## src/rtl/ysyx_23060171_ifu_fetchq_if.sv

```systemverilog
// Fetch-queue bus bundle: instruction-memory request/response channels and the decoded-side output.
// master = the fetch queue, slave = memory plus downstream consumer.
interface ysyx_23060171_ifu_fetchq_if #(
    parameter int XLEN = 32
);
    logic            imem_req_valid;
    logic            imem_req_ready;
    logic [XLEN-1:0] imem_req_addr;
    logic            imem_rsp_valid;
    logic [XLEN-1:0] imem_rsp_data;
    logic            imem_rsp_err;
    logic            out_valid;
    logic            out_ready;
    logic [XLEN-1:0] out_inst;
    logic [XLEN-1:0] out_pc;
    logic [XLEN-1:0] out_pc_plus4;
    logic            out_fault;

    modport master (
        output imem_req_valid, imem_req_addr,
        input  imem_req_ready,
        input  imem_rsp_valid, imem_rsp_data, imem_rsp_err,
        output out_valid, out_inst, out_pc, out_pc_plus4, out_fault,
        input  out_ready
    );

    modport slave (
        input  imem_req_valid, imem_req_addr,
        output imem_req_ready,
        output imem_rsp_valid, imem_rsp_data, imem_rsp_err,
        input  out_valid, out_inst, out_pc, out_pc_plus4, out_fault,
        output out_ready
    );
endinterface

```

## src/rtl/ysyx_23060171_ifu_fetchq.sv

```systemverilog
// Instruction fetch unit with an in-order response queue, redirect flush and
// discard counting for requests still in flight when control flow changes.
module ysyx_23060171_ifu_fetchq #(
    parameter int              XLEN     = 32,
    parameter logic [XLEN-1:0] RESET_PC = 'h8000_0000,
    parameter int              FQ_DEPTH = 4
) (
    input  logic            clk,
    input  logic            rst,
    input  logic            redirect_valid,
    input  logic [2:0]      pc_src,
    input  logic            irq,
    input  logic [XLEN-1:0] pc_plus_imm,
    input  logic [XLEN-1:0] pc_plus_rs2,
    input  logic [XLEN-1:0] mtvec,
    input  logic [XLEN-1:0] mepc,
    ysyx_23060171_ifu_fetchq_if.master bus
);
    localparam int PW = (FQ_DEPTH > 1) ? $clog2(FQ_DEPTH) : 1;
    localparam int CW = PW + 1;
    localparam logic [CW:0] DEPTH_W = (CW + 1)'(FQ_DEPTH);

    logic [XLEN-1:0] fetch_pc_reg;
    logic [XLEN-1:0] hold_addr_reg;
    logic            hold_reg;
    logic            resetting_reg;
    logic [CW-1:0]   outstanding_reg;
    logic [CW-1:0]   discard_reg;
    logic [XLEN-1:0] rsp_pc_reg;
    logic [PW-1:0]   head_reg;
    logic [PW-1:0]   tail_reg;
    logic [CW-1:0]   count_reg;

    logic [XLEN-1:0] inst_mem  [FQ_DEPTH];
    logic [XLEN-1:0] pc_mem    [FQ_DEPTH];
    logic [XLEN-1:0] pc4_mem   [FQ_DEPTH];
    logic            fault_mem [FQ_DEPTH];

    logic            req_valid;
    logic [XLEN-1:0] req_addr;
    logic            req_fire;
    logic            rsp_fire;
    logic            rsp_drop;
    logic            push;
    logic            pop;
    logic [XLEN-1:0] sel_target;
    logic [XLEN-1:0] target;
    logic [CW-1:0]   outstanding_next;
    logic [CW-1:0]   discard_next;

    // Once asserted, req_valid cannot drop: only an accepted request consumes capacity.
    assign req_valid = !resetting_reg &&
                       (({1'b0, outstanding_reg} + {1'b0, count_reg}) < DEPTH_W);
    assign req_addr  = hold_reg ? hold_addr_reg : fetch_pc_reg;
    assign req_fire  = req_valid && bus.imem_req_ready;
    assign rsp_fire  = bus.imem_rsp_valid && !resetting_reg && (outstanding_reg != '0);
    assign rsp_drop  = rsp_fire && (redirect_valid || (discard_reg != '0));
    assign push      = rsp_fire && !rsp_drop;
    assign pop       = bus.out_valid && bus.out_ready && !redirect_valid;

    assign bus.imem_req_valid = req_valid;
    assign bus.imem_req_addr  = req_addr;
    assign bus.out_valid      = (count_reg != '0);
    assign bus.out_inst       = inst_mem[head_reg];
    assign bus.out_pc         = pc_mem[head_reg];
    assign bus.out_pc_plus4   = pc4_mem[head_reg];
    assign bus.out_fault      = fault_mem[head_reg];

    always_comb begin
        case (pc_src)
            3'b001:  sel_target = pc_plus_imm;
            3'b010:  sel_target = pc_plus_rs2;
            3'b011:  sel_target = mtvec;
            3'b100:  sel_target = mepc;
            default: sel_target = fetch_pc_reg;
        endcase
        target = irq ? mtvec : sel_target;
    end

    always_comb begin
        outstanding_next = outstanding_reg + CW'(req_fire) - CW'(rsp_fire);
        discard_next     = discard_reg;
        if (redirect_valid) begin
            // Everything still in flight after this cycle belongs to the old path.
            discard_next = outstanding_next;
        end else begin
            discard_next = discard_reg - CW'(rsp_drop) + CW'(req_fire && hold_reg);
        end
    end

    always_ff @(posedge clk or posedge rst) begin
        if (rst) begin
            fetch_pc_reg    <= RESET_PC;
            hold_addr_reg   <= RESET_PC;
            hold_reg        <= 1'b0;
            resetting_reg   <= 1'b1;
            outstanding_reg <= '0;
            discard_reg     <= '0;
            rsp_pc_reg      <= RESET_PC;
            head_reg        <= '0;
            tail_reg        <= '0;
            count_reg       <= '0;
        end else begin
            resetting_reg   <= 1'b0;
            outstanding_reg <= outstanding_next;
            discard_reg     <= discard_next;

            if (redirect_valid) begin
                fetch_pc_reg <= target;
            end else if (req_fire && !hold_reg) begin
                fetch_pc_reg <= fetch_pc_reg + XLEN'(4);
            end

            // A stalled request survives the redirect; it is discarded once accepted.
            if (redirect_valid && req_valid && !bus.imem_req_ready) begin
                hold_reg      <= 1'b1;
                hold_addr_reg <= req_addr;
            end else if (req_fire) begin
                hold_reg <= 1'b0;
            end

            if (redirect_valid) begin
                rsp_pc_reg <= target;
            end else if (push) begin
                rsp_pc_reg <= rsp_pc_reg + XLEN'(4);
            end

            if (redirect_valid) begin
                head_reg  <= '0;
                tail_reg  <= '0;
                count_reg <= '0;
            end else begin
                if (push) begin
                    tail_reg <= tail_reg + PW'(1);
                end
                if (pop) begin
                    head_reg <= head_reg + PW'(1);
                end
                count_reg <= count_reg + CW'(push) - CW'(pop);
            end
        end
    end

    always_ff @(posedge clk) begin
        if (push) begin
            inst_mem[tail_reg]  <= bus.imem_rsp_data;
            pc_mem[tail_reg]    <= rsp_pc_reg;
            pc4_mem[tail_reg]   <= rsp_pc_reg + XLEN'(4);
            fault_mem[tail_reg] <= bus.imem_rsp_err;
        end
    end
endmodule

```

## src/flat_wrapper.sv

```systemverilog
// flat-port wrapper written by rule: the top's interface ports become plain ports
module ysyx_23060171_ifu_fetchq_flat 
#(
    parameter int              XLEN     = 32,
    parameter logic [XLEN-1:0] RESET_PC = 'h8000_0000,
    parameter int              FQ_DEPTH = 4
)
  (clk, rst, redirect_valid, pc_src, irq, pc_plus_imm, pc_plus_rs2, mtvec, mepc, bus_imem_req_valid, bus_imem_req_addr, bus_imem_req_ready, bus_imem_rsp_valid, bus_imem_rsp_data, bus_imem_rsp_err, bus_out_valid, bus_out_inst, bus_out_pc, bus_out_pc_plus4, bus_out_fault, bus_out_ready);
  ysyx_23060171_ifu_fetchq_if #(.XLEN(XLEN)) bus_i ();
  input  logic clk;
  input  logic rst;
  input  logic redirect_valid;
  input  logic [2:0] pc_src;
  input  logic irq;
  input  logic [XLEN-1:0] pc_plus_imm;
  input  logic [XLEN-1:0] pc_plus_rs2;
  input  logic [XLEN-1:0] mtvec;
  input  logic [XLEN-1:0] mepc;
  output wire logic [$bits(bus_i.imem_req_valid)-1:0] bus_imem_req_valid;
  output wire logic [$bits(bus_i.imem_req_addr)-1:0] bus_imem_req_addr;
  input wire logic [$bits(bus_i.imem_req_ready)-1:0] bus_imem_req_ready;
  input wire logic [$bits(bus_i.imem_rsp_valid)-1:0] bus_imem_rsp_valid;
  input wire logic [$bits(bus_i.imem_rsp_data)-1:0] bus_imem_rsp_data;
  input wire logic [$bits(bus_i.imem_rsp_err)-1:0] bus_imem_rsp_err;
  output wire logic [$bits(bus_i.out_valid)-1:0] bus_out_valid;
  output wire logic [$bits(bus_i.out_inst)-1:0] bus_out_inst;
  output wire logic [$bits(bus_i.out_pc)-1:0] bus_out_pc;
  output wire logic [$bits(bus_i.out_pc_plus4)-1:0] bus_out_pc_plus4;
  output wire logic [$bits(bus_i.out_fault)-1:0] bus_out_fault;
  input wire logic [$bits(bus_i.out_ready)-1:0] bus_out_ready;
  assign bus_imem_req_valid = bus_i.imem_req_valid;
  assign bus_imem_req_addr = bus_i.imem_req_addr;
  assign bus_i.imem_req_ready = bus_imem_req_ready;
  assign bus_i.imem_rsp_valid = bus_imem_rsp_valid;
  assign bus_i.imem_rsp_data = bus_imem_rsp_data;
  assign bus_i.imem_rsp_err = bus_imem_rsp_err;
  assign bus_out_valid = bus_i.out_valid;
  assign bus_out_inst = bus_i.out_inst;
  assign bus_out_pc = bus_i.out_pc;
  assign bus_out_pc_plus4 = bus_i.out_pc_plus4;
  assign bus_out_fault = bus_i.out_fault;
  assign bus_i.out_ready = bus_out_ready;
  ysyx_23060171_ifu_fetchq #(.XLEN(XLEN), .RESET_PC(RESET_PC), .FQ_DEPTH(FQ_DEPTH)) u_core (.clk(clk), .rst(rst), .redirect_valid(redirect_valid), .pc_src(pc_src), .irq(irq), .pc_plus_imm(pc_plus_imm), .pc_plus_rs2(pc_plus_rs2), .mtvec(mtvec), .mepc(mepc), .bus(bus_i));
endmodule
```

## config.mk

```make
export PLATFORM = sky130hd
export DESIGN_NAME = ysyx_23060171_ifu_fetchq_flat
export DESIGN_NICKNAME = d
export VERILOG_FILES = /design/src/rtl/ysyx_23060171_ifu_fetchq_if.sv /design/src/rtl/ysyx_23060171_ifu_fetchq.sv /design/src/flat_wrapper.sv
export SDC_FILE = /design/constraint.sdc
export NUM_CORES = 1
export LEC_CHECK = 0
export ABC_AREA = 1
export ABC_CLOCK_PERIOD_IN_PS = 5430
export BUFFER_PORTS_ARGS = -buffer_cell sky130_fd_sc_hd__buf_2
export CORE_UTILIZATION = 52
export DETAILED_ROUTE_END_ITERATION = 6
export GPL_TIMING_DRIVEN = 0
export MAX_ROUTING_LAYER = met4
export PLACE_DENSITY_LB_ADDON = 0.15
export SETUP_SLACK_MARGIN = 0.3
export SLEW_MARGIN = 20
export SYNTH_ARGS = -nofsm -noshare
export SYNTH_HDL_FRONTEND = slang
export SYNTH_SLANG_ARGS = --single-unit
export TNS_END_PERCENT = 20
```

## constraint.sdc

```tcl
create_clock -name clk -period 5.43 [get_ports clk]
set_input_delay 0.543 -clock clk [delete_from_list [all_inputs] [get_ports clk]]
set_output_delay 0.543 -clock clk [all_outputs]
set_load 0.05 [all_outputs]
```

# Word level (Yosys, flattened, before mapping)
# Memories as Yosys holds them, arrays and structs flattened.
# Cells that the tools add are included.
totals:
  in_bits: 171
  n_memories: 4
  output_inout_bits: 131
  regBits: 111
  elab_cells: 72
  mem_bits_rw: 388
mem_list:
  columns: ["memory", "depth", "word_bits", "read_ports", "rd_ports_with_merged_regs", "write_ports", "line_no", "text"]
  rows:
  - ["u_core.inst_mem", 4, 32, 1, 0, 1, "ysyx_23060171_ifu_fetchq.sv:34", "logic [XLEN-1:0] inst_mem [FQ_DEPTH];"]
  - ["u_core.pc4_mem", 4, 32, 1, 0, 1, "ysyx_23060171_ifu_fetchq.sv:36", "logic [XLEN-1:0] pc4_mem [FQ_DEPTH];"]
  - ["u_core.pc_mem", 4, 32, 1, 0, 1, "ysyx_23060171_ifu_fetchq.sv:35", "logic [XLEN-1:0] pc_mem [FQ_DEPTH];"]
  - ["u_core.fault_mem", 4, 1, 1, 0, 1, "ysyx_23060171_ifu_fetchq.sv:37", "logic fault_mem [FQ_DEPTH];"]
classes:
  n_addsub: 11
  reduce_logical: 25
  n_mux: 17
  n_lt_le_gt_ge: 1
  n_eq_ne: 4
ops:
  columns: ["operator", "n"]
  rows:
  - ["two-way mux 32 bit", 6]
  - ["one-hot mux 32 bit (4 select lines)", 1]
  - ["adder 32 x 3 -> 32 bit, second input constant", 2]
  - ["logical AND 1 bit", 12]
  - ["adder 3 x 1 -> 3 bit", 3]
  - ["nonzero test 3 bit", 3]
  - ["subtractor 3 x 1 -> 3 bit", 3]
  - ["two-way mux 2 bit", 4]
  - ["nonzero test 2 bit", 4]
  - ["== test 3 x 2 -> 1 bit, second input constant", 2]
  - ["two-way mux 3 bit", 2]
  - ["logical NOT 1 bit", 5]
  - ["adder 2 x 1 -> 2 bit, second input constant", 2]
  - ["adder 3 x 3 -> 4 bit", 1]
  - ["< comparator 4 x 3 -> 1 bit, second input constant", 1]
  - ["two-way mux 1 bit", 4]
  - ["== test 3 x 1 -> 1 bit, second input constant", 1]
  - ["== test 3 bit, second input constant", 1]
  - ["logical OR 1 bit", 1]

# Depth between registers and ports, before layout
logic_depth:
  depth_word: 9
  ltp_mapped: 14
  mapped_depth_nobuf: 13

# Worst setup path before layout
# No wires, ideal clock.
synth_timing:
  kind: "input to register"
  from: "input redirect_valid"
  to: "memory u_core.fault_mem[0] (enable)"
  cell_stages: 6
  slack_ns: -0.176
  n_path_buf: 1
  required_time_ns: 4.880
  setup_ns: 0.550
  t_arrival_ns: 5.056
  path_cell_list: "inv_1 > nand3_1 > nor2_1 > inv_1 > clkbuf_1 > nor2_1"
synth_via:
  elab_chain_len: 6
synth_rtl:
  columns: ["item", "line_no", "text"]
  rows:
  - ["from (decl)", "flat_wrapper.sv:12", "input logic redirect_valid;"]
  - ["logical OR 1 bit", "ysyx_23060171_ifu_fetchq.sv:57", "assign rsp_drop = rsp_fire && (redirect_valid || (discard_reg != '0));"]
  - ["logical AND 1 bit", "ysyx_23060171_ifu_fetchq.sv:57", null]
  - ["logical NOT 1 bit", "ysyx_23060171_ifu_fetchq.sv:58", "assign push = rsp_fire && !rsp_drop;"]
  - ["logical AND 1 bit", "ysyx_23060171_ifu_fetchq.sv:58", null]
  - ["two-way mux 1 bit", "ysyx_23060171_ifu_fetchq.sv:145", "if (push) begin"]
  - ["two-way mux 1 bit (implied by the code)", "ysyx_23060171_ifu_fetchq.sv:149", "fault_mem[tail_reg] <= bus.imem_rsp_err;"]
  - ["to (decl)", "ysyx_23060171_ifu_fetchq.sv:37", null]
# No other way between the ends.

# Worst setup path after layout
layout_timing:
  from: "register u_core.head_reg[1]"
  to: "output bus_out_pc_plus4[23]"
layout_via:
  elab_chain_len: 1
layout_rtl:
  columns: ["item", "line_no", "text"]
  rows:
  - ["from (decl)", "ysyx_23060171_ifu_fetchq.sv:30", "logic [PW-1:0] head_reg;"]
  - ["from (signal assigned)", "ysyx_23060171_ifu_fetchq.sv:137", "head_reg <= head_reg + PW'(1);"]
  - ["memory read (4 x 32 bit)", null, null]
  - ["to (decl)", "flat_wrapper.sv:28", "output wire logic [$bits(bus_i.out_pc_plus4)-1:0] bus_out_pc_plus4;"]
# No other way between the ends.

==> flow_metrics.py <==
metrics = {
    "sta": {
        "final.setup.worst_slack_ns": 1.779,
        "setup_viol": 0,
        "max-slew-margin-rel": 0.3898,
        "report.final.hold_viol_count": 0,
        "period_share": 0.6724,
        "slew_viol_final": 0,
        "fmax_mhz": 273.9,
        "worst_slew_pin_slew_ns": 0.9152,
        "rsz0062_at_grt": "false",
        "period_minus_slack_ns": 3.651,
        "finalSetupTns_ns": 0,
        "fin_skew_ns": 0.02743,
    },
    "route": {
        "viasPerCell": 5.614,
        "first_pass_iters": 7,
        "dr_wl_met3_um": 4906,
        "top_layer": "met4",
        "drtAntennaViolNets": 0,
        "drc": 1,
        "wire_per_inst_um": 21.64,
        "dr_wl_met2_um": 36240,
        "met1Wirelength_um": 28150,
        "drt_iter0_drc": 1616,
        "wirelength_um": 72530,
        "num_vias": 18810,
    },
    "run_status": {
        "failed_checks": "DRC",
        "status": "finished, violations left",
    },
    "clock_network": {
        "hold_buffers": 0,
        "cts.sinks": 491,
        "clk-insertion-delay-late_ns": 0.60,
        "htreeDepth": 2,
        "clkTransAtPathRegs_ns": 0.06,
        "post-cts-setup-buffers": 0,
        "tritoncts": "done",
        "cts_resized": 0,
        "cts-root-buf": "clkbuf_16",
        "numCtsBuffers": 51,
        "clockBufferDepth": 3,
    },
    "synthesis": {
        "synth_cells": 2356,
        "syn_nets": 2544,
        "ys_warn_count": 0,
        "ys_seq_area_frac": 0.6257,
        "synth_flop_cell": "edfxtp_1",
        "synth_edf_count": 380,
        "async_flop_share": 0.2261,
        "syn_avg_cell_area_um2": 9.628,
        "netlist_area_um2": 22680,
        "synth_cell_types": 46,
        "synth_seq_cells": 491,
    },
    "worst_setup_path": {
        "worstPathRequired_ns": 4.89,
        "arrival_ns": 3.11,
        "cp_max_fo": 10,
        "end_kind": "output pin",
        "cp-start-kind": "flip-flop",
        "crit_type": "reg2out",
    },
    "global_route": {
        "overflow": 0,
        "grt_first_pass_wirelength_um": 107400,
        "groute.usage.overall": 0.3347,
        "grt_pass1_vias": 18170,
        "grt_max_degree": 59,
        "antenna_found_initial": 0,
    },
    "worst_hold_path": {
        "hold_path_class": "in2async",
    },
    "die": {
        "rows": 76,
        "die_h_um": 210.9,
        "design.core.area_um2": 43080,
        "die_w_um": 210.9,
        "boundaryPins": 302,
        "initial_core_util": 0.5266,
        "dieArea_um2": 44460,
    },
    "placement": {
        "routabilityCongestion": 0.9714,
        "dpl.cell_count": 3258,
        "pre_cts_ws_ns": 2.062,
        "dpl.hpwl_um": 53290,
        "io_buffer_count": 298,
    },
    "power_and_ir_drop": {
        "p_total_mw": 12.25,
        "leakage_nw": 11.09,
        "pwr_density_cell_nw_per_um2": 454.1,
        "vdd_drop_max_mv": 0.3829,
    },
    "finish": {
        "drive_gt1_frac": 0.1793,
        "fin_cells": 3351,
        "area_delta_synth_final_pct": 18.96,
        "diodes": 0,
        "reg.largest.list": "u_core.inst_mem: 128 flops, u_core.pc_mem: 128 flops, u_core.pc4_mem: 120 flops",
        "final_util": 0.6264,
        "nets": 2914,
    },
    "job": {
        "drv_cap": 0,
    },
}
logic make-up (layout without fill, tap and decap cells):
logic type / Yosys count / after routing / synth area share
AO/OA/AOI/OAI: 427 / 427 / 0.1011
XOR/XNOR: 24 / 24 / 0.009598
adder cells (fa/ha/maj): 17 / 17 / 0.01037
buffers and inverters: 255 / 665 / 0.04816
flip-flops: 491 / 491 / 0.6257
other: 1 / 1 / 0.0001653
AND/OR/NAND/NOR: 1141 / 1141 / 0.2049
final timing paths:
check / endpoint / start / cells past startpoint / slack, ns
worst max register to register: u_core.pc_mem[3][29] / u_core.outstanding_reg[1] / 10 / 2.43
worst max-delay path: bus_out_pc_plus4[23] / u_core.head_reg[1] / 6 / 1.78
max in group asynchronous: u_core.fetch_pc_reg[20] / rst / 3 / 4.67
min in group clk: u_core.inst_mem[1][28] / bus_imem_rsp_data[28] / 1 / 0.16
worst min register to register: u_core.hold_addr_reg[31] / u_core.hold_addr_reg[31] / 2 / 0.47
worst min-delay path: u_core.hold_addr_reg[3] / rst / 2 / 0.04
where the power goes:
part | internal (mW) | switching (mW) | leakage [nW]
registers | 4.42 | 0.303 | 4.82
logic | 0.930 | 3.20 | 5.50
clock network | 1.92 | 1.48 | 0.780
final cells by class:
| class | count | area (um^2) |
|---|---|---|
| Clock buffer | 66 | 1363 |
| Fill cell | 3628 | 16090 |
| Multi-Input combinational cell | 1610 | 7427 |
| Tap cell | 585 | 732.0 |
| Timing Repair Buffer | 317 | 1932 |
| Clock inverter | 27 | 240.2 |
| Buffer | 123 | 591.8 |
| Sequential cell | 491 | 14190 |
| Inverter | 132 | 505.5 |
cell usage after synthesis (9+ instances only):
| cell type | count | area, um^2 |
|---|---|---|
| inv_1 | 119 | 446.7 |
| nand3b_1 | 9 | 67.56 |
| ha_1 | 14 | 175.2 |
| nand2_2 | 11 | 68.82 |
| dfrtp_1 | 107 | 2678 |
| o22ai_1 | 95 | 594.3 |
| buf_4 | 11 | 82.58 |
| a21oi_1 | 35 | 175.2 |
| xor2_1 | 15 | 131.4 |
| nand2_1 | 648 | 2432 |
| o21ai_0 | 263 | 1316 |
| inv_2 | 10 | 37.54 |
| o21ai_1 | 23 | 115.1 |
| buf_2 | 29 | 145.1 |
| nand4_1 | 22 | 137.6 |
| nand3_1 | 88 | 440.4 |
| nor2_1 | 339 | 1272 |
| edfxtp_1 | 380 | 11410 |
| clkbuf_1 | 69 | 259.0 |
through the flow:
stage,hold WS (ns),cell area (um^2)
2_1_floorplan,0.4417,22680
3_3_place_gp,0.4512,24910
3_5_place_dp,0.4527,25380
4_1_cts,0.02216,26980
5_1_grt,0.05646,26980
6_report,0.03629,26980
worst max-delay path, stage by stage, from the launching register on:
cell      delay, ns
dfrtp_1        0.53
inv_1          0.28
clkbuf_1       0.60
clkbuf_1       0.41
o21ai_0        0.20
o22ai_1        0.20
buf_2          0.30
layer usage:
metal | vias up | global-route usage
li1 | 8743 | -
met1 | 9131 | 0.4043
met2 | 799 | 0.5685
met3 | 141 | 0.04059
met4 | 0 | 0.1439
met5 | - | -
placed cells by master, fill, tap and decap left out, types with 6 or more instances in the layout:
master	count
clkbuf_16	51
clkinv_1	6
nand3_1	88
buf_2	327
o21ai_1	23
o21ai_0	263
xnor2_1	8
buf_12	11
buf_1	7
inv_1	118
inv_2	10
o22ai_1	95
buf_16	8
buf_6	7
a21oi_1	35
nor2_2	8
clkbuf_1	81
nand2_1	648
dfrtp_1	107
nand3b_1	9
nor2_4	8
buf_4	11
nand2_2	11
nor2_1	335
nand4_1	22
edfxtp_1	380
xor2_1	15
clkinv_2	12
ha_1	14
Note: power is estimated with default switching activity, not from simulation.
